### config.mk
export PLATFORM = sky130hd
export DESIGN_NAME = if_fetch_queue
export DESIGN_NICKNAME = d
export VERILOG_FILES = /design/src/rtl/if_fetch_queue_pkg.sv /design/src/rtl/if_fetch_queue_fifo.sv /design/src/rtl/if_fetch_queue.sv
export SDC_FILE = /design/constraint.sdc
export NUM_CORES = 1
export LEC_CHECK = 0
export ABC_CLOCK_PERIOD_IN_PS = 18400
export CAP_MARGIN = 20
export CORE_UTILIZATION = 63
export CTS_BUF_LIST = sky130_fd_sc_hd__clkbuf_4
export DETAILED_ROUTE_END_ITERATION = 16
export GPL_ROUTABILITY_DRIVEN = 0
export HOLD_SLACK_MARGIN = 0.08
export PLACE_DENSITY = 0.95
export SYNTH_ARGS = -nofsm -noshare
export SYNTH_HDL_FRONTEND = slang
export SYNTH_SLANG_ARGS = --single-unit
### constraint.sdc
create_clock -name clk -period 18.4 [get_ports clk]
set_input_delay 4.6 -clock clk [delete_from_list [all_inputs] [get_ports clk]]
set_output_delay 4.6 -clock clk [all_outputs]
set_load 0.01 [all_outputs]
### src/rtl/if_fetch_queue_pkg.sv
// if_fetch_queue_pkg: memory map defaults, exception code and the queued fetch entry layout.
package if_fetch_queue_pkg;
    localparam logic [31:0] RESET_PC_DEF = 32'h0000_3000;
    localparam logic [31:0] IM_BASE_DEF = 32'h0000_3000;
    localparam int IM_WORDS_DEF = 4096;
    localparam logic [4:0] EXC_ADEL = 5'd4;
    typedef struct packed {
        logic [31:0] pc;
        logic [31:0] code;
        logic exc;
    } fetch_entry_t;
endpackage

### src/rtl/if_fetch_queue_fifo.sv
// fetch_fifo: synchronous FIFO with clear; push and pop may coincide even when full.
module fetch_fifo #(
    parameter int W = 32,
    parameter int DEPTH = 4
) (
    input  logic clk,
    input  logic reset,
    input  logic clear,
    input  logic push,
    input  logic pop,
    input  logic [W-1:0] din,
    output logic [W-1:0] dout,
    output logic full,
    output logic empty,
    output logic [$clog2(DEPTH+1)-1:0] count
);
    localparam int AW = $clog2(DEPTH);
    localparam int CW = $clog2(DEPTH+1);
    logic [W-1:0] mem [DEPTH];
    logic [AW-1:0] rd_ptr, wr_ptr;
    always_ff @(posedge clk) begin
        if (reset || clear) begin
            rd_ptr <= '0;
            wr_ptr <= '0;
            count <= '0;
        end else begin
            if (push) wr_ptr <= wr_ptr + 1'b1;
            if (pop) rd_ptr <= rd_ptr + 1'b1;
            count <= count + CW'(push) - CW'(pop);
        end
    end
    always_ff @(posedge clk)
        if (push) mem[wr_ptr] <= din;
    always_comb begin
        dout = mem[rd_ptr];
        full = count == CW'(DEPTH);
        empty = count == '0;
    end
endmodule

### src/rtl/if_fetch_queue.sv
// if_fetch_queue: fetch PC owner issuing in-order imem requests and queueing
// returned {pc, code, exc} entries for decode, with redirect flush.
module if_fetch_queue
    import if_fetch_queue_pkg::*;
#(
    parameter int DEPTH = 4,
    parameter logic [31:0] RESET_PC = RESET_PC_DEF,
    parameter logic [31:0] IM_BASE = IM_BASE_DEF,
    parameter int IM_WORDS = IM_WORDS_DEF
) (
    input  logic clk,
    input  logic reset,
    input  logic redirect,
    input  logic [31:0] redirect_pc,
    output logic imem_req,
    output logic [31:0] imem_addr,
    input  logic imem_gnt,
    input  logic imem_rvalid,
    input  logic [31:0] imem_rdata,
    output logic id_valid,
    input  logic id_ready,
    output logic [31:0] id_pc,
    output logic [31:0] id_code,
    output logic id_exc,
    output logic [31:0] pc_if,
    output logic [$clog2(DEPTH+1)-1:0] occupancy
);
    localparam int CW = $clog2(DEPTH+1);
    localparam logic [CW:0] DEPTH_C = (CW+1)'(DEPTH);
    localparam logic [32:0] IM_SPAN = 33'(IM_WORDS) << 2;
    logic [CW-1:0] outstanding, discard, side_count;
    logic halted, credit, legal, issue, resp, resp_push, exc_push, push, pop;
    logic entry_empty, entry_full, side_empty, side_full;
    logic [31:0] side_pc;
    fetch_entry_t push_entry, head;
    always_comb begin
        credit = ({1'b0, outstanding} + {1'b0, occupancy}) < DEPTH_C;
        legal = pc_if[1:0] == 2'b00 && pc_if >= IM_BASE && {1'b0, pc_if} < {1'b0, IM_BASE} + IM_SPAN;
        imem_req = credit && !halted && !redirect && legal;
        imem_addr = pc_if;
        issue = imem_req && imem_gnt;
        resp = imem_rvalid && outstanding != '0;
        resp_push = resp && discard == '0 && !redirect;
        // the AdEL entry waits for older responses so queue order follows fetch order
        exc_push = !legal && credit && !halted && !redirect && outstanding == '0;
        push = resp_push || exc_push;
        push_entry = resp_push ? fetch_entry_t'{side_pc, imem_rdata, 1'b0} : fetch_entry_t'{pc_if, 32'h0, 1'b1};
        id_valid = !entry_empty;
        pop = id_valid && id_ready && !redirect;
        id_pc = id_valid ? head.pc : '0;
        id_code = id_valid ? head.code : '0;
        id_exc = id_valid && head.exc;
    end
    always_ff @(posedge clk) begin
        if (reset) begin
            pc_if <= RESET_PC;
            outstanding <= '0;
            discard <= '0;
            halted <= 1'b0;
        end else begin
            outstanding <= outstanding + CW'(issue) - CW'(resp);
            if (redirect) begin
                pc_if <= redirect_pc;
                halted <= 1'b0;
                discard <= outstanding - CW'(resp);
            end else begin
                if (issue) pc_if <= pc_if + 32'd4;
                if (exc_push) halted <= 1'b1;
                if (resp && discard != '0) discard <= discard - 1'b1;
            end
        end
    end
    fetch_fifo #(.W($bits(fetch_entry_t)), .DEPTH(DEPTH)) u_entries (
        .clk(clk), .reset(reset), .clear(redirect), .push(push), .pop(pop),
        .din(push_entry), .dout(head), .full(entry_full), .empty(entry_empty), .count(occupancy)
    );
    // PCs of live requests; discarded responses were flushed from here at redirect
    fetch_fifo #(.W(32), .DEPTH(DEPTH)) u_side (
        .clk(clk), .reset(reset), .clear(redirect), .push(issue), .pop(resp_push),
        .din(pc_if), .dout(side_pc), .full(side_full), .empty(side_empty), .count(side_count)
    );
    assert property (@(posedge clk) disable iff (reset) !(imem_rvalid && outstanding == '0));
    assert property (@(posedge clk) disable iff (reset) !(push && entry_full && !pop));
    assert property (@(posedge clk) disable iff (reset) !(issue && side_full));
    assert property (@(posedge clk) disable iff (reset) !(resp_push && side_empty));
    assert property (@(posedge clk) disable iff (reset) side_count <= outstanding);
endmodule

* After elaboration in Yosys (flattened, before gate mapping)
Memories as Yosys holds them, arrays and structs flattened. A register that Yosys moved wholly into a read port is not among the register bits.
Index checks and enable logic that the tools add are counted.
** Operators by class
- $add $sub $neg :: 12
- $lt $le $gt $ge :: 3
- Mux-type cells :: 15
- Reductions and logical operators :: 32
** Operators by type and width (number)
- 32-bit 2-to-1 mux :: 4
- 65-bit 2-to-1 mux :: 1
- 32-bit by 3-bit adder with 32-bit output (second input constant) :: 1
- 32-bit by 14-bit >= comparator with 1-bit output (second input constant) :: 1
- 32-bit by 15-bit less-than comparator with 1-bit output (second input constant) :: 1
- 1-bit logical AND :: 17
- 3-bit zero test :: 3
- 3-bit by 1-bit subtractor with 3-bit output :: 3
- 2-bit by 1-bit adder with 2-bit output (second input constant) :: 4
- 2-bit 2-to-1 mux :: 4
- 3-bit by 1-bit adder with 3-bit output :: 2
- 3-bit 2-to-1 mux :: 2
- 3-bit nonzero test :: 2
- 3-bit by 3-bit adder with 4-bit output :: 1
- 1-bit zero test :: 4
- 4-bit by 3-bit less-than comparator with 1-bit output (second input constant) :: 1
- 1-bit 2-to-1 mux :: 4
- 2-bit nonzero test :: 2
- 3-bit by 1-bit subtractor with 3-bit output (second input constant) :: 1
- 2-bit zero test :: 1
- 1-bit logical OR :: 2
- 2-bit OR reduction :: 1
** Word-level totals
- Bits in registers :: 50
- Bits in writable memories :: 388
- Bits of input ports :: 70
- Output and inout port bits :: 134
- Logic and storage cells :: 73
- Memories :: 2
** Memory list
- u_entries.mem :: depth 4, bits a word 65, read ports 1, clocked after Yosys merged registers in 1, write ports 1, RTL line if_fetch_queue_fifo.sv:19 : logic [W-1:0] mem [DEPTH];
- u_side.mem :: depth 4, bits a word 32, read ports 1, clocked after Yosys merged registers in 1, write ports 1, RTL line if_fetch_queue_fifo.sv:19

* Depth between registers and ports, before layout
Gate-level depths: netlist of the first run.
- Depth after elaboration :: 11
- Gate-level depth with buffers :: 14
- Mapped depth without buffers :: 13

* Modules after synthesis
From an unflattened synthesis of the first run, not the netlist that was laid out.
** Second synthesis, totals
- Cells, all modules :: 1080
- Area, all modules :: 18393.9 µm²
** By module, submodules not included
- fetch_fifo at u_entries :: times used 1, cells an instance 385, area an instance 9875.7 µm², seq. area each 7987.7 µm²
- fetch_fifo at u_side :: times used 1, cells an instance 213, area an instance 5109.9 µm², seq. area each 4023.9 µm²
- if_fetch_queue :: times used 1, cells an instance 482, area an instance 3408.3 µm², seq. area each 780.7 µm²

* Worst setup path before layout of the first run
Ideal clock, no wire load.
- Path type :: input-to-output
- Start :: in redirect
- End :: out imem_req
- Arrival :: 5572 ps
- Required time :: 13800 ps
- Path slack :: 8228 ps
- Stages :: 4
- Buffers on the path :: 1
- Cell sequence :: buf_6 -> nor4_4 -> nand3b_1 -> nor4_1
** Between the ends
- Cells in the longest elaborated chain, start to end :: 3
** RTL lines
- start, declared :: RTL line if_fetch_queue.sv:13 : input logic redirect,
- 1-bit zero test :: RTL line if_fetch_queue.sv:39 : imem_req = credit && !halted && !redirect && legal;
- 1-bit logical AND (2 in a row) :: RTL line if_fetch_queue.sv:39
- end, declared :: RTL line if_fetch_queue.sv:15 : output logic imem_req,
Every way passes these cells.

* Worst setup path after layout of the first run
Same ends and word-level chain as after synthesis.

==> results list, run 1 <==
- Number of buffers inserted for hold repair after clock tree synthesis: 0
- Setup TNS: 0 ns
- Clock period minus worst slack: 11.31 ns
- Count of endpoints failing hold in the final timing report: 0
* Worst-case reg-to-reg path depth: 12
- Once detail routing completed, the nets flagged for antenna violations numbered 0.
* Mean Syn Cell Area: 18.2 µm²
- Async S/R FF share, synth: 0%
* Total number of placement rows: 61
- The wire-length estimate of the detail-placed layout is 21,900 µm.
* Max FO, Critical Path: 26
- Nets: 1,327
* Reg2reg start: imem_addr[18]
- CTS clock-pin slew for the worst setup and hold paths: approximately 0.070 ns
* Count of maximum capacitance violations: 0
- Vias in the first global route: between 10,000 and 15,000
- The post-route netlist has 25.2% of its cells at a drive strength greater than 1.
- The library cell used most frequently in the layout, excluding fill and tap cells, is sky130_fd_sc_hd__edfxtp_1.
- Compared with the post-synthesis result, the final layout area differs by 19.8%.
- Power Dens Cells: 113 nW/µm²
- The run finished with clean final reports.
* Wire length per cell: 21.8 µm
- Worst setup timing slack at the placement stage: roughly 7.2 ns
* Post-detailed-route via-to-cell ratio: 5.88
- IR analysis of the VDD net gives a maximum drop of approximately 63 µV.
- CTS Root Cell: sky130_fd_sc_hd__clkbuf_4
- Area of the mapped netlist: 18,100 µm²
- Fraction of synthesized cell area taken by the top area cell type: between 60 and 70%
- The worst hold path terminates at u_entries.wr_ptr[1].
* Multi-input combinational cell area: 4840 µm²
* Number of fill cells: roughly 1,500
* Sequential fraction of the synthesis area: between 70 and 80%
- The setup check on the worst reg-to-reg path leaves a slack of around 15 ns.
- RSZ-0062 raised after global routing: false
- Hold timing on the final database bottoms out at a slack of around 0.54 ns.
- CP startpoint kind: input port
* Depth of the worst hold-timing path: 2
* Area used by sequential logic in the layout: approximately 13,000 µm²
* Setup ws final: 7.09 ns
* Register bit count reported by yosys: around 440
- Final period util: 61.5%
- Maximum level of the CTS H-tree: 3
- Commonest cells after routing, fill and taps aside: sky130_fd_sc_hd__edfxtp_1, sky130_fd_sc_hd__clkdlybuf4s50_1, sky130_fd_sc_hd__clkbuf_4
- Inserted Clock Buffers: 105
- At the pin with the least slew margin, the transition time is 1.12 ns.
- Slew HR: 24.9%
* Remaining DRCs: 0
* First-pass iteration count of the detailed router: 5
* Most numerous cell on the critical path: sky130_fd_sc_hd__clkdlybuf4s50_1
- Maximum number of buffers from clock root to sink: 3
* Worst stage delay on the critical path: 0.60 ns
* Gate count after technology mapping: 993
- Synthesized net count: 1,085
- Top flip-flop cell by instance count after synthesis: sky130_fd_sc_hd__edfxtp_1
- Clock latency on the worst-skew pair, taken at its later pin, is approximately 0.75 ns.
* Cell total after placement: 1,506
* Final routed wirelength across all metal layers: 37,000 µm
- Number of gates resized after CTS: 0
* Initial antenna violation count: 3
- Pin placement for this block handled 204 I/O pins.
- Crit path max-delay cell type: sky130_fd_sc_hd__clkdlybuf4s50_1
- The analysis attributes to cell leakage a power of 0.00726 µW.
- The first global-routing pass estimated roughly 57,000 µm of wire.
- Maximum clock skew at final layout: 0.0569 ns
- The clock drives 442 sinks.
* Count of final setup violators: 0
- TritonCTS built the clock tree.
- Overflow after GRT: 0
- By area the synthesized netlist is led by sky130_fd_sc_hd__edfxtp_1, sky130_fd_sc_hd__mux4_2, sky130_fd_sc_hd__dfxtp_1.
* Die extent in x: 171 µm
- At the worst endpoint, the arrival time is ~6.7 ns.
* Number of warnings issued by yosys: 0
* Number of distinct standard cells referenced by the synthesized netlist: 60
- Worst hold-check path type: register to register
* Die area: 29,400 µm²
* Maximum number of pins on one net before global-route repair: between 70 and 80
- Buffers added to address setup during post-CTS repair amount to 0.
- Count of input and output buffers: 203
- Endpoint class of the critical path: primary output
- Finished Layout Cells: 1,700
* Startpoint of the worst hold path: u_entries.wr_ptr[1]
- The endpoint identified for the worst register-to-register timing path is outstanding[2].
* Fin util: 77.3%
* GRT Util Overall: a little over a quarter
* Chain of cells forming the critical path: clkdlybuf4s50_1, buf_4, nor4_4, nand3b_1, nor4_1, clkdlybuf4s50_1
- The largest total area in the synthesized netlist belongs to sky130_fd_sc_hd__edfxtp_1.
- For the worst setup path, the data required time is 13.80 ns.
* Placeable Area: between 20,000 and 30,000 µm²
- The detailed router finished its first iteration with just over 800 violations.
* Starting density of the core: between 60 and 70%
* Via count: roughly 10,000
- Derived from the worst setup path, the maximum achievable clock frequency is 0.0884 GHz.
* Critical path start-end classification: input port to primary output
- Measured along the y axis, the die boundary spans 171 µm.
- Number of synthesized flops with an enable pin: 388
- Slew Limit Fails: 0
[sequential cells by signal, indices dropped and copies added (netlist names), named ones only]
signal            cells
discard               3
imem_addr            32
u_entries.wr_ptr      2
u_entries.count       3
u_side.mem          128
u_side.rd_ptr         2
outstanding           3
u_entries.mem       260
u_entries.rd_ptr      2
halted                1
u_side.wr_ptr         2
[power breakdown]
group          leakage, µW  internal [µW]  switching (µW)
combinational      0.00240            211             214
sequential         0.00404           1200            42.4
clock             0.000815            417             370
[worst max path at each step]
stage | startpoint | end | slack [ns] | cells past startpoint
2_1_floorplan | redirect | imem_req | 8.23 | 4
3_3_place_gp | redirect | imem_req | 7.20 | 6
3_5_place_dp | redirect | imem_req | 7.15 | 6
4_1_cts | redirect | imem_req | 7.13 | 6
5_1_grt | redirect | imem_req | 7.04 | 6
6_report | redirect | imem_req | 7.09 | 6
[area by class of cell]
cell class	count	share of cell area, %
sequential	442	58.8
multi-input combinational	448	22.4
timing repair buffer	216	9.89
clock buffer	149	5.17
tap	378	2.18
clock inverter	43	1.15
inverter	22	0.381
antenna	2	0.0231
[metal layers]
layer	share of wire (%)	routed length, µm	global-route usage [%]	up-vias
met5	0	0	0	-
met4	1.7	631	9.08	0
met3	7.9	2940	5.66	61
met2	51	19000	44.2	498
met1	39	14400	33.6	5000
li1	-	-	-	4440
[through the flow]
step | cell area [µm²] | total power (µW)
2_1_floorplan | 18100 | 1510
3_3_place_gp | 20300 | 1670
3_5_place_dp | 20300 | 1690
4_1_cts | 21600 | 2480
5_1_grt | 21700 | 2560
6_report | 21700 | 2450
[kinds of logic after synthesis]
group | Yosys count | share of synthesized area [%]
and+or+nand+nor | 220 | 7.24
AOI/OAI and AO/OA | 62 | 2.89
muxes | 132 | 14.2
DFF | 442 | 70.5
adders and majority gates | 22 | 1.61
buffers and inverters | 103 | 2.98
xor gates and xnor gates | 12 | 0.582
[synthesized netlist by cell type, types with 3 or more instances]
cell type,n
sky130_fd_sc_hd__ha_1,20
sky130_fd_sc_hd__clkbuf_1,29
sky130_fd_sc_hd__xnor2_1,10
sky130_fd_sc_hd__nor4_1,6
sky130_fd_sc_hd__nand2b_1,3
sky130_fd_sc_hd__nor4_2,3
sky130_fd_sc_hd__mux4_2,97
sky130_fd_sc_hd__buf_2,13
sky130_fd_sc_hd__a221oi_1,3
sky130_fd_sc_hd__nor4_4,3
sky130_fd_sc_hd__o311a_1,4
sky130_fd_sc_hd__buf_4,32
sky130_fd_sc_hd__nor3_1,7
sky130_fd_sc_hd__nor3b_1,3
sky130_fd_sc_hd__o21ai_0,4
sky130_fd_sc_hd__mux2_2,30
sky130_fd_sc_hd__nand3_1,13
sky130_fd_sc_hd__a22o_1,17
sky130_fd_sc_hd__inv_1,22
sky130_fd_sc_hd__nor2b_1,7
sky130_fd_sc_hd__and2_1,105
sky130_fd_sc_hd__nor2_1,26
sky130_fd_sc_hd__a211oi_2,4
sky130_fd_sc_hd__edfxtp_1,388
sky130_fd_sc_hd__mux2i_1,5
sky130_fd_sc_hd__or4_1,3
sky130_fd_sc_hd__nand2_1,27
sky130_fd_sc_hd__buf_1,5
sky130_fd_sc_hd__a21oi_1,6
sky130_fd_sc_hd__dfxtp_1,54
[critical path, delay by kind of cell]
| family | cells | cell delay [ns] |
|---|---|---|
| simple gates | 3 | 0.87 |
| buf+inv | 3 | 1.23 |
No activity file was read; power rests on OpenSTA's default activity.
==> run 2, diff against run 1 <==
--- a/config.mk
+++ b/config.mk
@@ -5,14 +5,14 @@
 export SDC_FILE = /design/constraint.sdc
 export NUM_CORES = 1
 export LEC_CHECK = 0
-export ABC_CLOCK_PERIOD_IN_PS = 18400
+export ABC_CLOCK_PERIOD_IN_PS = 10300
 export CAP_MARGIN = 20
-export CORE_UTILIZATION = 63
+export CORE_UTILIZATION = 53
 export CTS_BUF_LIST = sky130_fd_sc_hd__clkbuf_4
 export DETAILED_ROUTE_END_ITERATION = 16
 export GPL_ROUTABILITY_DRIVEN = 0
 export HOLD_SLACK_MARGIN = 0.08
-export PLACE_DENSITY = 0.95
+export PLACE_DENSITY = 0.88
 export SYNTH_ARGS = -nofsm -noshare
 export SYNTH_HDL_FRONTEND = slang
 export SYNTH_SLANG_ARGS = --single-unit
==> constraint.sdc (replaced) <==
create_clock -name clk -period 10.3 [get_ports clk]
set_input_delay 2.575 -clock clk [delete_from_list [all_inputs] [get_ports clk]]
set_output_delay 2.575 -clock clk [all_outputs]
set_load 0.01 [all_outputs]
==> run 2 against run 1 <==
  * Critical path depth is the same
  * Non-clock buffer count grew 2
  * Via count shrank 0.48%
  * Sequential power grew 78%
  * Global-route usage shrank 4.8 points
  * Combinational power grew 77%
==> results list, run 2 (synthesis gave the netlist of run 1 again) <==
- Remaining DRCs: 0
- Dividing the final minimum period by the clock period gives 71.4%.
* Required arrival time at the worst endpoint: 7.73 ns
- CTS tree: yes
* Met2 usage in global routing: between 30% and 40%
- Using the TritonRoute via totals, the vias-per-cell ratio works out to between 5 and 6.
- In the global route stage, met3 resource usage came out at 4.51%.
* CTS Root Cell: sky130_fd_sc_hd__clkbuf_4
- After layout, the minimum clock period comes to ~7.3 ns.
* Met1 Resource Use GR: 28.3%
* Commonest cells after routing, fill and taps aside: sky130_fd_sc_hd__edfxtp_1, sky130_fd_sc_hd__clkdlybuf4s50_1, sky130_fd_sc_hd__clkbuf_4
- Starting density of the core: 53.9%
- Measured along the x axis, the die boundary spans 187 µm.
* Via count: 9,951
- Flop-to-flop setup slack: 6.83 ns
* Wire length of the first global-routing pass: around 57,000 µm
- Final routed wirelength across all metal layers: 36,700 µm
* Num Clock Sinks: 442
- The detailed router finished its first iteration with approximately 840 violations.
* Status: finished clean
- Headroom to the max-slew limit came out at between 20% and 30%.
- CP startpoint kind: input port
- Worst hold-check path type: register to register
* Nets: ~1,300
- Pin placement for this block handled 204 I/O pins.
* GRT Util Overall: 21.3%
- Placeable Area: between 30,000 and 40,000 µm²
* Register name with the most flops: u_entries.mem
- The floorplan step defined a die boundary enclosing about 35,000 µm².
- Fraction of layout cells with a size suffix above 1: 26.3%
- Slew Limit Fails: 0
- In this run the most used layer during global routing was met2.
* Inserted Clock Buffers: 108
* Setup Fix Bufs, Post-CTS: 0
* Chip Height: 187 µm
* Setup TNS: 0 ns
* Endpoint of the worst register-to-register path: u_entries.mem[2][33]
- At the worst endpoint, the arrival time is 4.77 ns.
* Count of endpoints failing hold in the final timing report: 0
- The pre-antenna-repair detailed-routing pass consisted of 5 iterations.
* Number of gates resized after CTS: 0
* Total number of placement rows: 67
- The initial antenna violation count was 1.
* Critical path start-end classification: input port to primary output
* Maximum number of buffers from clock root to sink: 3
* Overflow after GRT: 0
- The worst register-to-register path begins at outstanding[0].
- The analysis attributes to cell leakage a power of 0.00729 µW.
- Wire length per cell: roughly 21 µm
* Count of maximum capacitance violations: 0
- The number of global-route vias before repair is approximately 10,000.
- The worst setup path is captured at a primary output.
* Most common cell after layout, fill and taps aside: sky130_fd_sc_hd__edfxtp_1
* Antenna-violating nets left: 0
- The most critical setup path has its startpoint at redirect.
* Clock latency on the worst-skew pair: 0.74 ns
* Maximum operating frequency: 0.136 GHz
* Worst-case reg-to-reg path depth: 6
- Compared with the post-synthesis result, the final layout area differs by 20.5%.
* Number of flip-flops under the largest register name: 260
- Setup repair after global routing left no endpoint under its margin.
- Setup violations remaining at the end of the flow were counted as 0.
* Slew at the pin closest to its max-slew limit: between 1 and 1.5 ns
- Count of input and output buffers: 203
* Tightest hold margin: slightly above 0.5 ns
- Max FO, Critical Path: 26
- Maximum clock skew at final layout: between 0.06 and 0.07 ns
- Detailed placement ended at an HPWL of 21,200 µm.
* CTS clock-pin slew for the worst setup and hold paths: 0.06 ns
- Maximum level of the CTS H-tree: 3
- Number of buffers inserted for hold repair after clock tree synthesis: 0
* CP Capture Point: imem_req
- Maximum number of pins on one net before global-route repair: 72
- VDD sags by at most 150 µV.
- In this run the power density over the cells is 201 nW/µm².
==> run 2: cell types whose count changed in the layout (fill, tap and decap cells not counted), sizes merged <==
cell | before | now
clkbuf | 149 | 167
clkinv | 37 | 29
bufinv | 3 | 0
buf | 13 | 14
clkinvlp | 0 | 1
diode | 2 | 1
==> run 2: area by class of cell <==
type	count	area, µm²
multi-input cells	448	4840
diodes	1	2.50
flip-flops and latches	442	12700
repair buffers	218	2150
clock buffers	166	1250
fillers	2245	11800
well taps	448	561
clock inverters	33	145
inverters	22	82.6
==> run 2: worst max-delay path, cell delays in order <==
cell and delay (ns):
sky130_fd_sc_hd__clkdlybuf4s50_1 0.40, sky130_fd_sc_hd__buf_4 0.23, sky130_fd_sc_hd__nor4_4 0.33, sky130_fd_sc_hd__nand3b_1 0.15
sky130_fd_sc_hd__nor4_1 0.45, sky130_fd_sc_hd__clkdlybuf4s50_1 0.63
==> run 2: report_power, final <==
part / internal, µW / total, µW / leakage (µW) / switching [µW]
Combinational: 376 / 754 / 0.00241 / 377
Clock: 737 / 1420 / 0.000837 / 678
Sequential: 2150 / 2210 / 0.00404 / 68.6
==> run 2: worst min-delay path by stage <==
| stage | slack, ns | to | cells past startpoint | startpoint |
|---|---|---|---|---|
| 2_1_floorplan | 0.47 | u_entries.wr_ptr[1] | 2 | u_entries.wr_ptr[1] |
| 3_3_place_gp | 0.48 | u_entries.wr_ptr[1] | 2 | u_entries.wr_ptr[1] |
| 3_5_place_dp | 0.50 | u_entries.wr_ptr[0] | 2 | u_entries.wr_ptr[0] |
| 4_1_cts | 0.51 | u_entries.wr_ptr[0] | 2 | u_entries.wr_ptr[0] |
| 5_1_grt | 0.53 | u_entries.wr_ptr[1] | 2 | u_entries.wr_ptr[1] |
| 6_report | 0.50 | u_entries.wr_ptr[1] | 2 | u_entries.wr_ptr[1] |
==> run 2: metal layers <==
layer	part of all wire (%)	vias up
li1	-	4441
met1	41	4950
met2	49	483
met3	7.0	77
met4	2.7	0
met5	0	-
==> run 2: through the flow <==
stage          power, µW  util [%]  cells  setup slack [ns]  instance area, µm²
2_1_floorplan       2690         -    993              3.34               18100
3_3_place_gp        2980      60.7   1576              3.11               20400
3_5_place_dp        3020      60.7   1576              2.98               20400
4_1_cts             4430      64.9   1775              2.95               21700
5_1_grt             4590      64.9   1778              2.82               21800
6_report            4380      64.9   1778              2.95               21800
==> run 3, diff against run 2 <==
--- a/config.mk
+++ b/config.mk
@@ -5,7 +5,7 @@
 export SDC_FILE = /design/constraint.sdc
 export NUM_CORES = 1
 export LEC_CHECK = 0
-export ABC_CLOCK_PERIOD_IN_PS = 10300
+export ABC_CLOCK_PERIOD_IN_PS = 5900
 export CAP_MARGIN = 20
 export CORE_UTILIZATION = 53
 export CTS_BUF_LIST = sky130_fd_sc_hd__clkbuf_4
==> constraint.sdc (replaced) <==
create_clock -name clk -period 5.9 [get_ports clk]
set_input_delay 1.475 -clock clk [delete_from_list [all_inputs] [get_ports clk]]
set_output_delay 1.475 -clock clk [all_outputs]
set_load 0.01 [all_outputs]
==> run 3 against run 2 <==
  * Clock skew decreased by 0.0050 ns
  * Sequential power grew 76%
  * Count of clock-buffer cells in the layout is the same
  * Via count rose by 1.0%
  * Critical path type unchanged
  * Setup slack got worse by 1.9 ns
  * Highest routed layer unchanged
==> results list, run 3 (synthesis gave the netlist of run 1 again) <==
- The flow ran to the end, and the final reports show no timing, DRC or antenna violations.
* Chip Height: 187 µm
* Overflow after GRT: 0
- CTS Root Cell: sky130_fd_sc_hd__clkbuf_4
* Setup ws final: between 1 and 1.5 ns
* Endpoint of the worst hold path: u_entries.wr_ptr[0]
- Derived from the worst setup path, the maximum achievable clock frequency is 0.207 GHz.
- TritonCTS built the clock tree.
- The floorplan has 67 rows.
- Starting density of the core: between 50% and 60%
- The worst setup path is launched from an input port.
* Power Dens Cells: 350 nW/µm²
* Clock period minus worst slack: 4.83 ns
- First-pass iteration count of the detailed router: 6
- Number of flip-flops under the largest register name: 260
* Number of I/O pins: a little over 200
* Antenna-violating nets left: 0
- Leakage power of the design: 0.00729 µW
- Sequential cells burn 50.7% of the power.
* Reg2reg start: imem_addr[17]
- Count of endpoints failing hold in the final timing report: 0
* Wire length of the first global-routing pass: between 50,000 and 60,000 µm
- After detailed routing, the number of remaining DRC violations is 0.
- Critical path's top delay family: buffers and inverters
- DP Wirelength: 21,700 µm
- Worst hold-check path type: register to register
* Number of gates resized after CTS: 0
- Setup violations remaining at the end of the flow were counted as 0.
- Flop-to-flop setup slack: 2.43 ns
* Count of input and output buffers: slightly above 200
* Depth of the worst hold-timing path: 2
- Vias in the first global route: 10,600
- Across the routed clock network, the largest skew measured is 0.0589 ns.
- Slew HR: 31.1%
- Initial antenna violation count: 2
* Data arrival time of the critical path: 3.36 ns
- Setup TNS: 0 ns
* Peak supply drop: 244 µV
* Die area: 34,800 µm²
- Summed over all nets, the switching power comes to a little under 2000 µW.
- After layout, the worst path uses 81.9% of the clock period.
* Setup Fix Bufs, Post-CTS: 0
- The area growth from synthesis to layout is 20.7%.
- The clock network accounts for 31.8% of the total power.
- Register name with the most flops: u_entries.mem
- Counting along the longest clock path gives a buffer depth of 3.
- After clock tree synthesis, the flow added hold-fix buffers numbering 0.
* Crit path max-delay cell type: sky130_fd_sc_hd__clkdlybuf4s50_1
- Chain of cells forming the critical path: clkdlybuf4s50_1, nor4_4, nand3b_1, nor4_1, clkdlybuf4s50_1
- Counting the buffers created by CTS gives 106.
- The final layout contains routed wiring with a total length of approximately 38,000 µm.
* Most numerous cell on the critical path: sky130_fd_sc_hd__clkdlybuf4s50_1
- In this run switching power makes up around a quarter of total power.
- Leaving out fill and tap cells, the most frequent cells in the layout are sky130_fd_sc_hd__edfxtp_1, sky130_fd_sc_hd__clkdlybuf4s50_1, sky130_fd_sc_hd__clkbuf_4.
- In this run the worst path has a maximum fanout of 3.
- Global routing used between 20% and 30% of the available tracks across all layers.
- Wire length per cell: between 20 and 25 µm
- The later pin in the worst-skew pair is clocked with a latency of 0.73 ns.
- At the worst endpoint, the required time is 4.43 ns.
* Endpoint class of the critical path: primary output
- CTS clock-pin slew for the worst setup and hold paths: around 0.060 ns
* Slew at the pin closest to its max-slew limit: 1.03 ns
- In this run the critical register-to-register path is captured at u_entries.count[2].
* Worst-case reg-to-reg path depth: 9
- Count of maximum capacitance violations: 0
- In the routed layout, each cell is associated on average with a via count of 5.66.
* Slew Limit Fails: 0
- For this block, the via count after detailed routing is approximately 10,000.
* Maximum number of pins on one net before global-route repair: 71
- Finished Layout Cells: around 1,800
- Fraction of layout cells with a size suffix above 1: around a quarter
- Worst stage delay on the critical path: 0.60 ns
- The number of buffers and inverters on the critical path is 2.
- Nets: 1,331
- In this run, the combinational gates consume roughly 18% of the power.
* Worst setup timing slack at the placement stage: 1.10 ns
- The startpoint identified for the worst hold timing path is u_entries.wr_ptr[0].
- Cell total after placement: 1,578
* Num Clock Sinks: 442
- The library cell used most frequently in the layout, excluding fill and tap cells, is sky130_fd_sc_hd__edfxtp_1.
- Placeable Area: roughly 34,000 µm²
* Die extent in x: 187 µm
* Critical path start-end classification: input port to primary output
- DR iter-0 viols: 880
* RSZ-0062 raised after global routing: false
- Maximum level of the CTS H-tree: 3
- Internal Pwr Total: 5690 µW
## run 3: cell count changes in the layout (fill, tap and decap cells not counted), sizes merged
| cell | change |
|---|---|
| clkinv | -5 |
| inv | -1 |
| clkbuf | -1 |
| buf | +2 |
| diode | +1 |
| clkinvlp | +1 |
## run 3: power groups by stage
| stage | clock network, µW | registers [µW] | logic, µW |
|---|---|---|---|
| 2_1_floorplan | 0 | 3910 | 787 |
| 3_3_place_gp | 0 | 3920 | 1320 |
| 3_5_place_dp | 0 | 3940 | 1350 |
| 4_1_cts | 2490 | 3880 | 1360 |
| 5_1_grt | 2650 | 3900 | 1450 |
| 6_report | 2430 | 3880 | 1340 |
## run 3: stage by stage
step | hold WS [ns] | area, µm² | util, % | power, µW
finish | 0.516 | 21800 | 65.0 | 7640
global route | 0.546 | 21800 | 65.0 | 8000
detailed placement | 0.511 | 20400 | 60.9 | 5290
CTS | 0.520 | 21800 | 65.0 | 7730
global placement | 0.483 | 20400 | 60.9 | 5240
floorplan | 0.471 | 18100 | - | 4700
## run 3: final cells by class
type | count | area [µm²]
fillers | 2262 | 11700
inverters | 22 | 82.6
repair buffers | 219 | 2210
flip-flops and latches | 442 | 12700
diodes | 2 | 5.00
multi-input cells | 448 | 4840
clock inverters | 28 | 125
well taps | 448 | 561
clock buffers | 166 | 1250
## run 3: worst max-delay path by stage
stage	start	end	slack, ns	cells after the start
after floorplan	redirect	u_entries.mem[0][0]	0.04	6
after global placement	redirect	imem_req	1.16	5
after detailed placement	redirect	imem_req	1.10	5
after CTS	register	id_code[12]	0.99	4
after global routing	register	id_code[20]	0.87	4
final	redirect	imem_req	1.07	5
## run 3: routing by layer
metal / track usage (%) / vias to the layer above / part of all wire (%)
met4: 8.45 / 0 / 2.1
met5: 0 / - / 0
met2: 36.9 / 462 / 50
met1: 27.9 / 5089 / 40
met3: 5.08 / 69 / 7.6
li1: - / 4432 / -
## run 3: tightest hold or removal path, delay by kind of cell, from the launching register on
family	cells	cell delay, ns
flops	1	0.34
mux	1	0.06
simple gates	1	0.07
==> RTL edit: new RTL, flow settings as in run 3 <==
`DEPTH` is set to 4 in 2 places; all go to 8.
--- a/src/rtl/if_fetch_queue_fifo.sv
+++ b/src/rtl/if_fetch_queue_fifo.sv
@@ -1,7 +1,7 @@
 // fetch_fifo: synchronous FIFO with clear; push and pop may coincide even when full.
 module fetch_fifo #(
     parameter int W = 32,
-    parameter int DEPTH = 4
+    parameter int DEPTH = 8
 ) (
     input  logic clk,
     input  logic reset,
--- a/src/rtl/if_fetch_queue.sv
+++ b/src/rtl/if_fetch_queue.sv
@@ -3,7 +3,7 @@
 module if_fetch_queue
     import if_fetch_queue_pkg::*;
 #(
-    parameter int DEPTH = 4,
+    parameter int DEPTH = 8,
     parameter logic [31:0] RESET_PC = RESET_PC_DEF,
     parameter logic [31:0] IM_BASE = IM_BASE_DEF,
     parameter int IM_WORDS = IM_WORDS_DEF
Ports: changed (resized occupancy); port bits go from 204 to 205. The function was not compared with the original's and may differ.
==> RTL edit against run 3 <==
  * Non-clock buffer count grew 18
  * Area after synthesis is 84% higher
  * Largest power group unchanged
  * Sequential cell count up 397
  * Design area rose by 78%
  * Die area rose by 83%
  * Power increased by 82%
  * Wire length up 90%
  * Critical path type is now flip-flop to primary output
  * Combinational power is 58% higher
  * Sequential power is 83% higher
  * First-iteration DRC count up 100%
  * Setup slack worse by 0.36 ns
==> RTL edit: results (changes against run 3) <==
status = finished, final reports clean
Clock Buffer Count = 292 (+76%)
row count = 91 (+36%)
number of antenna diodes = 3 (+1)
layout cell share with drive strength beyond 1 = 26.8% (+0.55 points)
vias in the first global route = 18499 (+74%)
slowest CP cell = dfxtp_4
average routed wire per standard cell = 23.8 um (+12%)
H-Tree Depth = 4 (+1)
EDFF count, synth = 776 (+100%)
placed cell area = 0.0362 mm^2 (+77%)
Clock buf/inv share = 6.72% (+0.43 points)
VDD IR-drop max = 229 uV (-6.0%)
final std cells w/o fill = 3018 (+70%)
Synth Instances = 1699 (+71%)
most instantiated cells after synthesis = edfxtp_1 (776), mux4_2 (194), nor2_1 (153)
port bufs = 204 (+0.49%)
fin nets = 2108 (+58%)
fraction of the mapped netlist area in adder cells = 0.988% (-0.62 points)
GRT Resource Usage Total = 23.2% (+1.2 points)
Area Overhead vs Synth = 16.9%
#FFs+latches synth = 839 (+90%)
post-synthesis compound-gate area fraction = 1.25% (-1.6 points)
met2 Use GR = 38.6% (+1.7 points)
Clock Skew = 0.0446 ns (-0.0143 ns)
## RTL edit: layer usage
| layer | up-vias | wire length, um |
|---|---|---|
| met5 | - | 0 |
| met1 | 8941 | 27600 |
| met4 | 0 | 1590 |
| met2 | 922 | 36700 |
| met3 | 108 | 6040 |
| li1 | 7563 | - |
## RTL edit: power by group
part           leakage, nW  internal [W]  switching (W)
clock network         1.56       0.00249        0.00220
logic                 3.18      0.000958        0.00116
registers             7.63       0.00692       0.000180
total                 12.4        0.0104        0.00354
## RTL edit: final timing paths
| check | startpoint | endpoint | slack, ns | cells after the start |
|---|---|---|---|---|
| worst min register to register | halted | halted | 0.51 | 2 |
| worst max-delay path | flip-flop | id_pc[21] | 0.70 | 5 |
| worst min-delay path | halted | halted | 0.51 | 2 |
| worst max register to register | discard[0] | u_entries.mem[0][48] | 2.26 | 8 |
## RTL edit: worst min-delay path: cells and delay by family, from the launching register on
family           cells  cell delay (ns)
DFF                  1             0.34
and+or+nand+nor      2             0.14
